==> src/rtl/shd0028_pkg.sv <==
// Shared definitions for the SHD0028 display link receiver.
//   - default frame length
//   - seven-segment patterns (abcdefg, a = MSB) for every symbol the driver emits
//   - the 4-bit symbol codes these patterns decode to
//   - receiver FSM state type
package shd0028_pkg;

  localparam int unsigned FRAME_BITS_DFLT = 48;

  localparam logic [6:0] SEG_0     = 7'b1111110;
  localparam logic [6:0] SEG_1     = 7'b0110000;
  localparam logic [6:0] SEG_2     = 7'b1101101;
  localparam logic [6:0] SEG_3     = 7'b1111001;
  localparam logic [6:0] SEG_4     = 7'b0110011;
  localparam logic [6:0] SEG_5     = 7'b1011011;
  localparam logic [6:0] SEG_6     = 7'b1011111;
  localparam logic [6:0] SEG_7     = 7'b1110000;
  localparam logic [6:0] SEG_8     = 7'b1111111;
  localparam logic [6:0] SEG_9     = 7'b1111011;
  localparam logic [6:0] SEG_STAR  = 7'b1100011;
  localparam logic [6:0] SEG_C     = 7'b1001110;
  localparam logic [6:0] SEG_R     = 7'b0000101;
  localparam logic [6:0] SEG_H     = 7'b0110111;
  localparam logic [6:0] SEG_MINUS = 7'b0000001;
  localparam logic [6:0] SEG_BLANK = 7'b0000000;

  localparam logic [3:0] CODE_STAR  = 4'hA;
  localparam logic [3:0] CODE_C     = 4'hB;
  localparam logic [3:0] CODE_R     = 4'hC;
  localparam logic [3:0] CODE_H     = 4'hD;
  localparam logic [3:0] CODE_MINUS = 4'hE;
  localparam logic [3:0] CODE_BLANK = 4'hF;

  typedef enum logic {
    ST_IDLE,
    ST_SHIFT
  } rx_state_e;

endpackage

==> src/rtl/shd0028_rx_seg_decode.sv <==
// Seven-segment pattern to symbol code decoder (combinational).
//   seg  : segments abcdefg, a in bit 6
//   code : 4-bit symbol code (blank code for unknown patterns)
//   bad  : pattern matches no known symbol
module shd0028_seg_decode
  import shd0028_pkg::*;
(
  input  logic [6:0] seg,
  output logic [3:0] code,
  output logic       bad
);

  always_comb begin
    code = CODE_BLANK;
    bad  = 1'b0;
    case (seg)
      SEG_0:     code = 4'h0;
      SEG_1:     code = 4'h1;
      SEG_2:     code = 4'h2;
      SEG_3:     code = 4'h3;
      SEG_4:     code = 4'h4;
      SEG_5:     code = 4'h5;
      SEG_6:     code = 4'h6;
      SEG_7:     code = 4'h7;
      SEG_8:     code = 4'h8;
      SEG_9:     code = 4'h9;
      SEG_STAR:  code = CODE_STAR;
      SEG_C:     code = CODE_C;
      SEG_R:     code = CODE_R;
      SEG_H:     code = CODE_H;
      SEG_MINUS: code = CODE_MINUS;
      SEG_BLANK: code = CODE_BLANK;
      default: begin
        code = CODE_BLANK;
        bad  = 1'b1;
      end
    endcase
  end

endmodule

==> src/rtl/shd0028_rx.sv <==
// SHD0028 display serial link receiver.
// Oversamples the link with CLK, deserializes frames (first bit -> FRAME[0])
// and decodes each byte into a symbol code plus decimal point.
//   CLK, RST_n        : system clock, synchronous active-low reset
//   SHD_DATA/CLK      : serial data / clock (data taken on clock rise)
//   SHD_LATCH_n       : rising edge ends a frame
//   SHD_ENABLE_n      : high = bus idle
//   FRAME             : last good raw frame
//   DIGIT_CODE/DP/BAD : per-byte symbol code, decimal point, unknown-pattern flag
//   FRAME_VALID       : pulse when FRAME/DIGIT_* update
//   ERR_LEN           : pulse on latch with wrong bit count
//   ERR_TIMEOUT       : pulse on serial clock stall mid-frame
module shd0028_rx
  import shd0028_pkg::*;
#(
  parameter int unsigned FRAME_BITS  = FRAME_BITS_DFLT,
  parameter int unsigned SYNC_STAGES = 2,
  parameter int unsigned TIMEOUT_CYC = 64
) (
  input  logic                    CLK,
  input  logic                    RST_n,
  input  logic                    SHD_DATA,
  input  logic                    SHD_CLK,
  input  logic                    SHD_LATCH_n,
  input  logic                    SHD_ENABLE_n,
  output logic [FRAME_BITS-1:0]   FRAME,
  output logic [FRAME_BITS/2-1:0] DIGIT_CODE,
  output logic [FRAME_BITS/8-1:0] DIGIT_DP,
  output logic [FRAME_BITS/8-1:0] DIGIT_BAD,
  output logic                    FRAME_VALID,
  output logic                    ERR_LEN,
  output logic                    ERR_TIMEOUT
);

  localparam int unsigned NDIG  = FRAME_BITS / 8;
  localparam int unsigned CNT_W = 6;
  localparam int unsigned TMO_W = $clog2(TIMEOUT_CYC + 1);

  // Pin bundle order: {enable_n, latch_n, sclk, data}; reset to bus-idle levels
  // so that leaving reset never fabricates an edge.
  localparam logic [3:0] PINS_IDLE = 4'b1100;

  logic [SYNC_STAGES-1:0][3:0] sync_q, sync_d;
  logic [3:0]                  prev_q, prev_d;
  rx_state_e                   state_q, state_d;
  logic [FRAME_BITS-1:0]       shift_q, shift_d;
  logic [CNT_W-1:0]            cnt_q, cnt_d;
  logic [TMO_W-1:0]            tmo_q, tmo_d;
  logic [FRAME_BITS-1:0]       frame_q, frame_d;
  logic [4*NDIG-1:0]           code_q, code_d;
  logic [NDIG-1:0]             dp_q, dp_d;
  logic [NDIG-1:0]             bad_q, bad_d;
  logic                        valid_q, valid_d;
  logic                        err_len_q, err_len_d;
  logic                        err_tmo_q, err_tmo_d;

  logic [3:0]        pins_s;
  logic              data_s, en_n_s, sclk_rise, latch_rise, shift_now;
  logic [4*NDIG-1:0] dec_code;
  logic [NDIG-1:0]   dec_dp, dec_bad;

  assign pins_s     = sync_q[SYNC_STAGES-1];
  assign data_s     = pins_s[0];
  assign en_n_s     = pins_s[3];
  assign sclk_rise  = pins_s[1] & ~prev_q[1];
  assign latch_rise = pins_s[2] & ~prev_q[2];
  assign shift_now  = sclk_rise & ~en_n_s;

  // Decoders look at the next shift-register value so a bit arriving in the
  // same cycle as the latch edge is part of the decoded frame.
  for (genvar k = 0; k < NDIG; k++) begin : g_dec
    shd0028_seg_decode u_dec (
      .seg  (shift_d[8*k+1 +: 7]),
      .code (dec_code[4*k +: 4]),
      .bad  (dec_bad[k])
    );
    assign dec_dp[k] = shift_d[8*k];
  end

  always_comb begin
    sync_d    = {sync_q[SYNC_STAGES-2:0], {SHD_ENABLE_n, SHD_LATCH_n, SHD_CLK, SHD_DATA}};
    prev_d    = pins_s;
    state_d   = state_q;
    shift_d   = shift_q;
    cnt_d     = cnt_q;
    tmo_d     = tmo_q;
    frame_d   = frame_q;
    code_d    = code_q;
    dp_d      = dp_q;
    bad_d     = bad_q;
    valid_d   = 1'b0;
    err_len_d = 1'b0;
    err_tmo_d = 1'b0;

    if (shift_now) begin
      shift_d = {data_s, shift_q[FRAME_BITS-1:1]};
      if (cnt_q != '1) begin
        cnt_d = cnt_q + CNT_W'(1);
      end
    end

    case (state_q)
      ST_IDLE: begin
        tmo_d = '0;
        if (shift_now) begin
          state_d = ST_SHIFT;
        end
      end
      ST_SHIFT: begin
        tmo_d = shift_now ? '0 : tmo_q + TMO_W'(1);
        if (en_n_s) begin
          state_d = ST_IDLE;
          cnt_d   = '0;
          tmo_d   = '0;
        end else if (latch_rise) begin
          if (cnt_d == CNT_W'(FRAME_BITS)) begin
            frame_d = shift_d;
            code_d  = dec_code;
            dp_d    = dec_dp;
            bad_d   = dec_bad;
            valid_d = 1'b1;
          end else begin
            err_len_d = 1'b1;
          end
          state_d = ST_IDLE;
          cnt_d   = '0;
          tmo_d   = '0;
        end else if (tmo_d == TMO_W'(TIMEOUT_CYC)) begin
          err_tmo_d = 1'b1;
          state_d   = ST_IDLE;
          cnt_d     = '0;
          tmo_d     = '0;
        end
      end
      default: state_d = ST_IDLE;
    endcase
  end

  always_ff @(posedge CLK) begin
    if (!RST_n) begin
      sync_q    <= {SYNC_STAGES{PINS_IDLE}};
      prev_q    <= PINS_IDLE;
      state_q   <= ST_IDLE;
      shift_q   <= '0;
      cnt_q     <= '0;
      tmo_q     <= '0;
      frame_q   <= '0;
      code_q    <= '0;
      dp_q      <= '0;
      bad_q     <= '0;
      valid_q   <= 1'b0;
      err_len_q <= 1'b0;
      err_tmo_q <= 1'b0;
    end else begin
      sync_q    <= sync_d;
      prev_q    <= prev_d;
      state_q   <= state_d;
      shift_q   <= shift_d;
      cnt_q     <= cnt_d;
      tmo_q     <= tmo_d;
      frame_q   <= frame_d;
      code_q    <= code_d;
      dp_q      <= dp_d;
      bad_q     <= bad_d;
      valid_q   <= valid_d;
      err_len_q <= err_len_d;
      err_tmo_q <= err_tmo_d;
    end
  end

  assign FRAME       = frame_q;
  assign DIGIT_CODE  = code_q;
  assign DIGIT_DP    = dp_q;
  assign DIGIT_BAD   = bad_q;
  assign FRAME_VALID = valid_q;
  assign ERR_LEN     = err_len_q;
  assign ERR_TIMEOUT = err_tmo_q;

endmodule

==> config.mk <==
export PLATFORM = sky130hd
export DESIGN_NAME = shd0028_rx
export DESIGN_NICKNAME = d
export VERILOG_FILES = /design/src/rtl/shd0028_pkg.sv /design/src/rtl/shd0028_rx_seg_decode.sv /design/src/rtl/shd0028_rx.sv
export SDC_FILE = /design/constraint.sdc
export NUM_CORES = 1
export LEC_CHECK = 0
export CAP_MARGIN = 20
export CORE_UTILIZATION = 45
export CTS_BUF_LIST = sky130_fd_sc_hd__clkbuf_4
export DETAILED_ROUTE_END_ITERATION = 10
export PLACE_DENSITY = 0.66
export SETUP_SLACK_MARGIN = 0.05
export SLEW_MARGIN = 40
export SYNTH_ARGS = -nofsm -noshare
export SYNTH_HDL_FRONTEND = slang
export SYNTH_HIERARCHICAL = 1
export SYNTH_SLANG_ARGS = --single-unit
==> constraint.sdc <==
create_clock -name CLK -period 3.8 [get_ports CLK]
set_input_delay 0.57 -clock CLK [delete_from_list [all_inputs] [get_ports CLK]]
set_output_delay 0.57 -clock CLK [all_outputs]
set_load 0.005 [all_outputs]
==> impl_metrics.py <==
metrics = {
    "run_status": {
        "outcome": "completed",
    },
    "synth": {
        "synth_largest_type_area_fraction": 0.356,
        "synth_compound_gate_area_share": 0.0943,
        "synth_xor_xnor_area_share": 0.00813,
        "netlist_area_sq_mm": 0.00861,
        "post_synth_inst_count": 994,
        "ys_warn_count": 6,
        "synth-seq-cells": 153,
        "yosys-top-cells-area": "dfxtp_1 36%, mux2i_1 8.6%, mux2_2 5.0%",
        "synth_common_cells": "153 x dfxtp_1, 108 x nand2_1, 74 x mux2i_1",
        "synth.mux.area_fraction": 0.149,
        "netlist.top_cell.by_area": "dfxtp_1",
        "synth-edff-count": 0,
        "post_synthesis_async_set_or_reset_flop_share": 0,
        "synthDistinctLibCells": 53,
        "synth-simple-area-share": 0.309,
        "adder_cell_area_share_of_the_yosys_netlist": 0.00290,
        "most_repeated_cell_in_the_gate_level_netlist_after_synthesis": "dfxtp_1",
        "ys_seq_area_frac": 0.356,
        "synth_top_family_by_area": "simple AND/OR/NAND/NOR gates",
        "per_instance_average_area_after_synthesis_sq_um": 8.67,
        "mappedNetlistNets": 1002,
        "synthFlopType": "dfxtp_1",
    },
    "floorplanning": {
        "ioPinCount": 93,
        "row_count": 50,
        "initial_utilization": 0.461,
        "design.core.area_sq_mm": 0.0187,
        "die_w_um": 140,
        "die_h_um": 140,
        "floorplan.die_area_sq_mm": 0.0197,
    },
    "critical_path": {
        "cp_data_arrival_time_ns": 3.34,
        "reg_to_reg_startpoint": "pins_s[3]",
        "critPathRequiredTime_ns": 4.24,
        "start_kind": "flop",
        "category_of_the_critical_setup_timing_path": "flop to flop",
        "worst_r2r_endpoint": "DIGIT_CODE[8]",
        "timing.reg2reg.worst_path_depth": 12,
        "crit_path_max_fanout": 32,
        "kind_of_capture_point_of_the_worst_setup_path": "flop",
        "r2r_slack_ns": 0.89,
    },
    "placement": {
        "placedCellCount": 1242,
        "gpl.final_weighted_congestion": 0.892,
        "detailed_place.area_sq_mm": 0.00948,
        "place_hpwl_um": 12400,
        "port_buffers": 92,
    },
    "clock_tree": {
        "cts-buffers-inserted": 17,
        "clk_path_buf_depth": 2,
        "post_cts.resized_instances": 0,
        "cts_hold_buffers": 0,
        "cts.repair_timing.setup_buffer_count": 0,
        "clock-root-buffer": "clkbuf_4",
        "tritoncts_num_sinks": 153,
        "clk_transition_reported_paths_ns": 0.13,
        "cts-htree-levels": 4,
        "skew_pair_late_insertion_delay_ns": 0.55,
        "clock_tree_from_tritoncts": "yes",
    },
    "layout": {
        "multi_input_comb_area_sq_mm": 0.00486,
        "area.sequential_sq_mm": 0.00306,
        "synthToLayoutAreaGrowth_pct": 13.5,
        "layout.nets": 1035,
        "layout-drive-gt1-share": 0.102,
        "stdcell_area_sq_mm": 0.00977,
        "final-instance-count-excl-fill": 1275,
        "fill_cells": 1762,
    },
    "timing": {
        "report.final.hold_viol_count": 0,
        "final.period_utilization": 0.765,
        "setup-violations-final": 0,
        "rsz0062_at_grt": "false",
        "timing.max_slew.rel_slack": 0.649,
        "fmax_ghz": 0.344,
        "setup_total_negative_slack_ns": 0,
        "worst-slew-pin-transition_ns": 0.525,
        "fin_worst_hold_slack_ns": 0.406,
        "period_minus_slack_ns": 2.91,
        "fin_worst_skew_ns": 0.0123,
        "final_max_slew_viol_count": 0,
    },
    "routing": {
        "drt_drc_violations_left": 0,
        "drt-total-wl_um": 18000,
        "dr.first_iter.drc_count": 677,
        "drt_pre_antenna_iters": 6,
        "ant_nets": 0,
        "detailroute.via_count": 6936,
        "route.detailed.wl_per_inst_um": 14.1,
        "vias_per_cell": 5.44,
    },
    "hold_path": {
        "hp-start": "RST_n",
        "hold-path-cell-count": 3,
        "worstHoldPathType": "input pin to flop",
        "holdPathEnd": "DIGIT_CODE[6]",
    },
    "power_and_ir_drop": {
        "p_per_area_mw_per_mm2": 276,
        "max-vdd-ir-drop_v": 0.000205,
        "p_leak_nw": 3.83,
    },
    "global_route": {
        "grt_overflow_total": 0,
        "grt_pass1_wl_um": 30500,
        "vias_in_the_first_global_route": 6281,
        "grt_start_max_net_pins": 112,
        "grt_antenna_before_repair": 1,
        "global_route.usage.total": 0.188,
    },
    "job": {
        "max_cap_viol_count": 0,
    },
}
## critical path: stages (launching register included)
cell       delay [ns]
dfxtp_1          0.38
or3b_4           0.42
buf_12           0.20
buf_12           0.19
mux2i_1          0.20
inv_1            0.23
or3_4            0.40
a2111oi_4        0.30
nor3_1           0.11
nand4_2          0.13
nand3_1          0.09
nand2_1          0.07
mux2i_1          0.07
## worst max path at each step
| stage | startpoint | end | slack, ns | cells after the start |
|---|---|---|---|---|
| 5_1_grt | pins_s[3] | DIGIT_CODE[1] | 0.63 | 12 |
| 2_1_floorplan | pins_s[3] | DIGIT_CODE[10] | 1.07 | 13 |
| 6_report | pins_s[3] | DIGIT_CODE[8] | 0.89 | 12 |
| 3_3_place_gp | pins_s[3] | FRAME[27] | 0.76 | 6 |
| 3_5_place_dp | pins_s[3] | DIGIT_CODE[8] | 0.91 | 12 |
| 4_1_cts | pins_s[3] | DIGIT_CODE[8] | 0.88 | 12 |
## stage by stage
step                      power, mW  worst slack [ns]   util
after CTS                      2.75             0.876  0.522
after global placement         1.70             0.761  0.505
after global routing           2.82             0.630  0.523
final                          2.69             0.894  0.523
after detailed placement       1.70             0.910  0.507
after floorplan                1.69              1.07      -
## flip-flops by register name, summed over array words and instances, names as in the netlist
name         count
FRAME_VALID      1
cnt_q            6
ERR_TIMEOUT      1
DIGIT_CODE      24
prev_q           2
sync_d           4
tmo_q            7
FRAME           48
shift_q         48
pins_s           4
DIGIT_BAD        6
state_q          1
ERR_LEN          1
## metal layers
layer	up-vias	routed length [um]	GRT usage
li1	3554	-	-
met1	3198	8740	0.247
met2	172	8380	0.311
met3	12	718	0.0383
met4	0	170	0.0538
met5	-	0	0
## cell usage in the layout, fill, tap and decap left out, types with 5 or more instances in the layout
master and n:
nand4_2 6, nand4_1 21, a21oi_1 9, and3_1 8
nand3_1 37, or3b_1 6, clkdlybuf4s50_1 91, mux2i_1 74
and3b_1 6, nor2b_1 44, a31oi_1 27, o21ai_0 31
dfxtp_1 153, and3_2 6, nand2_1 108, nor4_1 22
nor2_1 28, inv_1 65, mux2_2 38, inv_6 5
and2_1 53, mux2_1 10, or3_4 6, or3_1 14
o22ai_1 6, a21boi_0 6, clkbuf_4 17, o211ai_1 7
nor3_1 19, o31ai_1 6, nand3b_1 15, nand2b_1 12
nor4b_1 19, a2111oi_4 6, xnor2_1 5, or4bb_1 12
## cell type report
cell class                      count  area share
Multi-Input combinational cell    691       0.497
Sequential cell                   153       0.313
Timing Repair Buffer               99       0.104
Tap cell                          234      0.0300
Inverter                           65      0.0250
Clock inverter                     15      0.0168
Clock buffer                       17      0.0131
Antenna cell                        1    0.000256
## where the power goes
part	switching, mW	internal [mW]	total, mW
Combinational	0.0336	0.0235	0.0572
Sequential	0.00200	1.61	1.61
Clock	0.622	0.403	1.03
Total	0.658	2.04	2.69
## cells by family (layout without fill, tap and decap cells)
logic type / Yosys count / in the layout
AOI/OAI and AO/OA: 109 / 109
DFF: 153 / 153
buffers and inverters: 150 / 196
and+or+nand+nor: 450 / 450
xor gates and xnor gates: 8 / 8
adders and majority gates: 2 / 2
other: 0 / 1
muxes: 122 / 122
No activity file was read; power rests on OpenSTA's default activity.
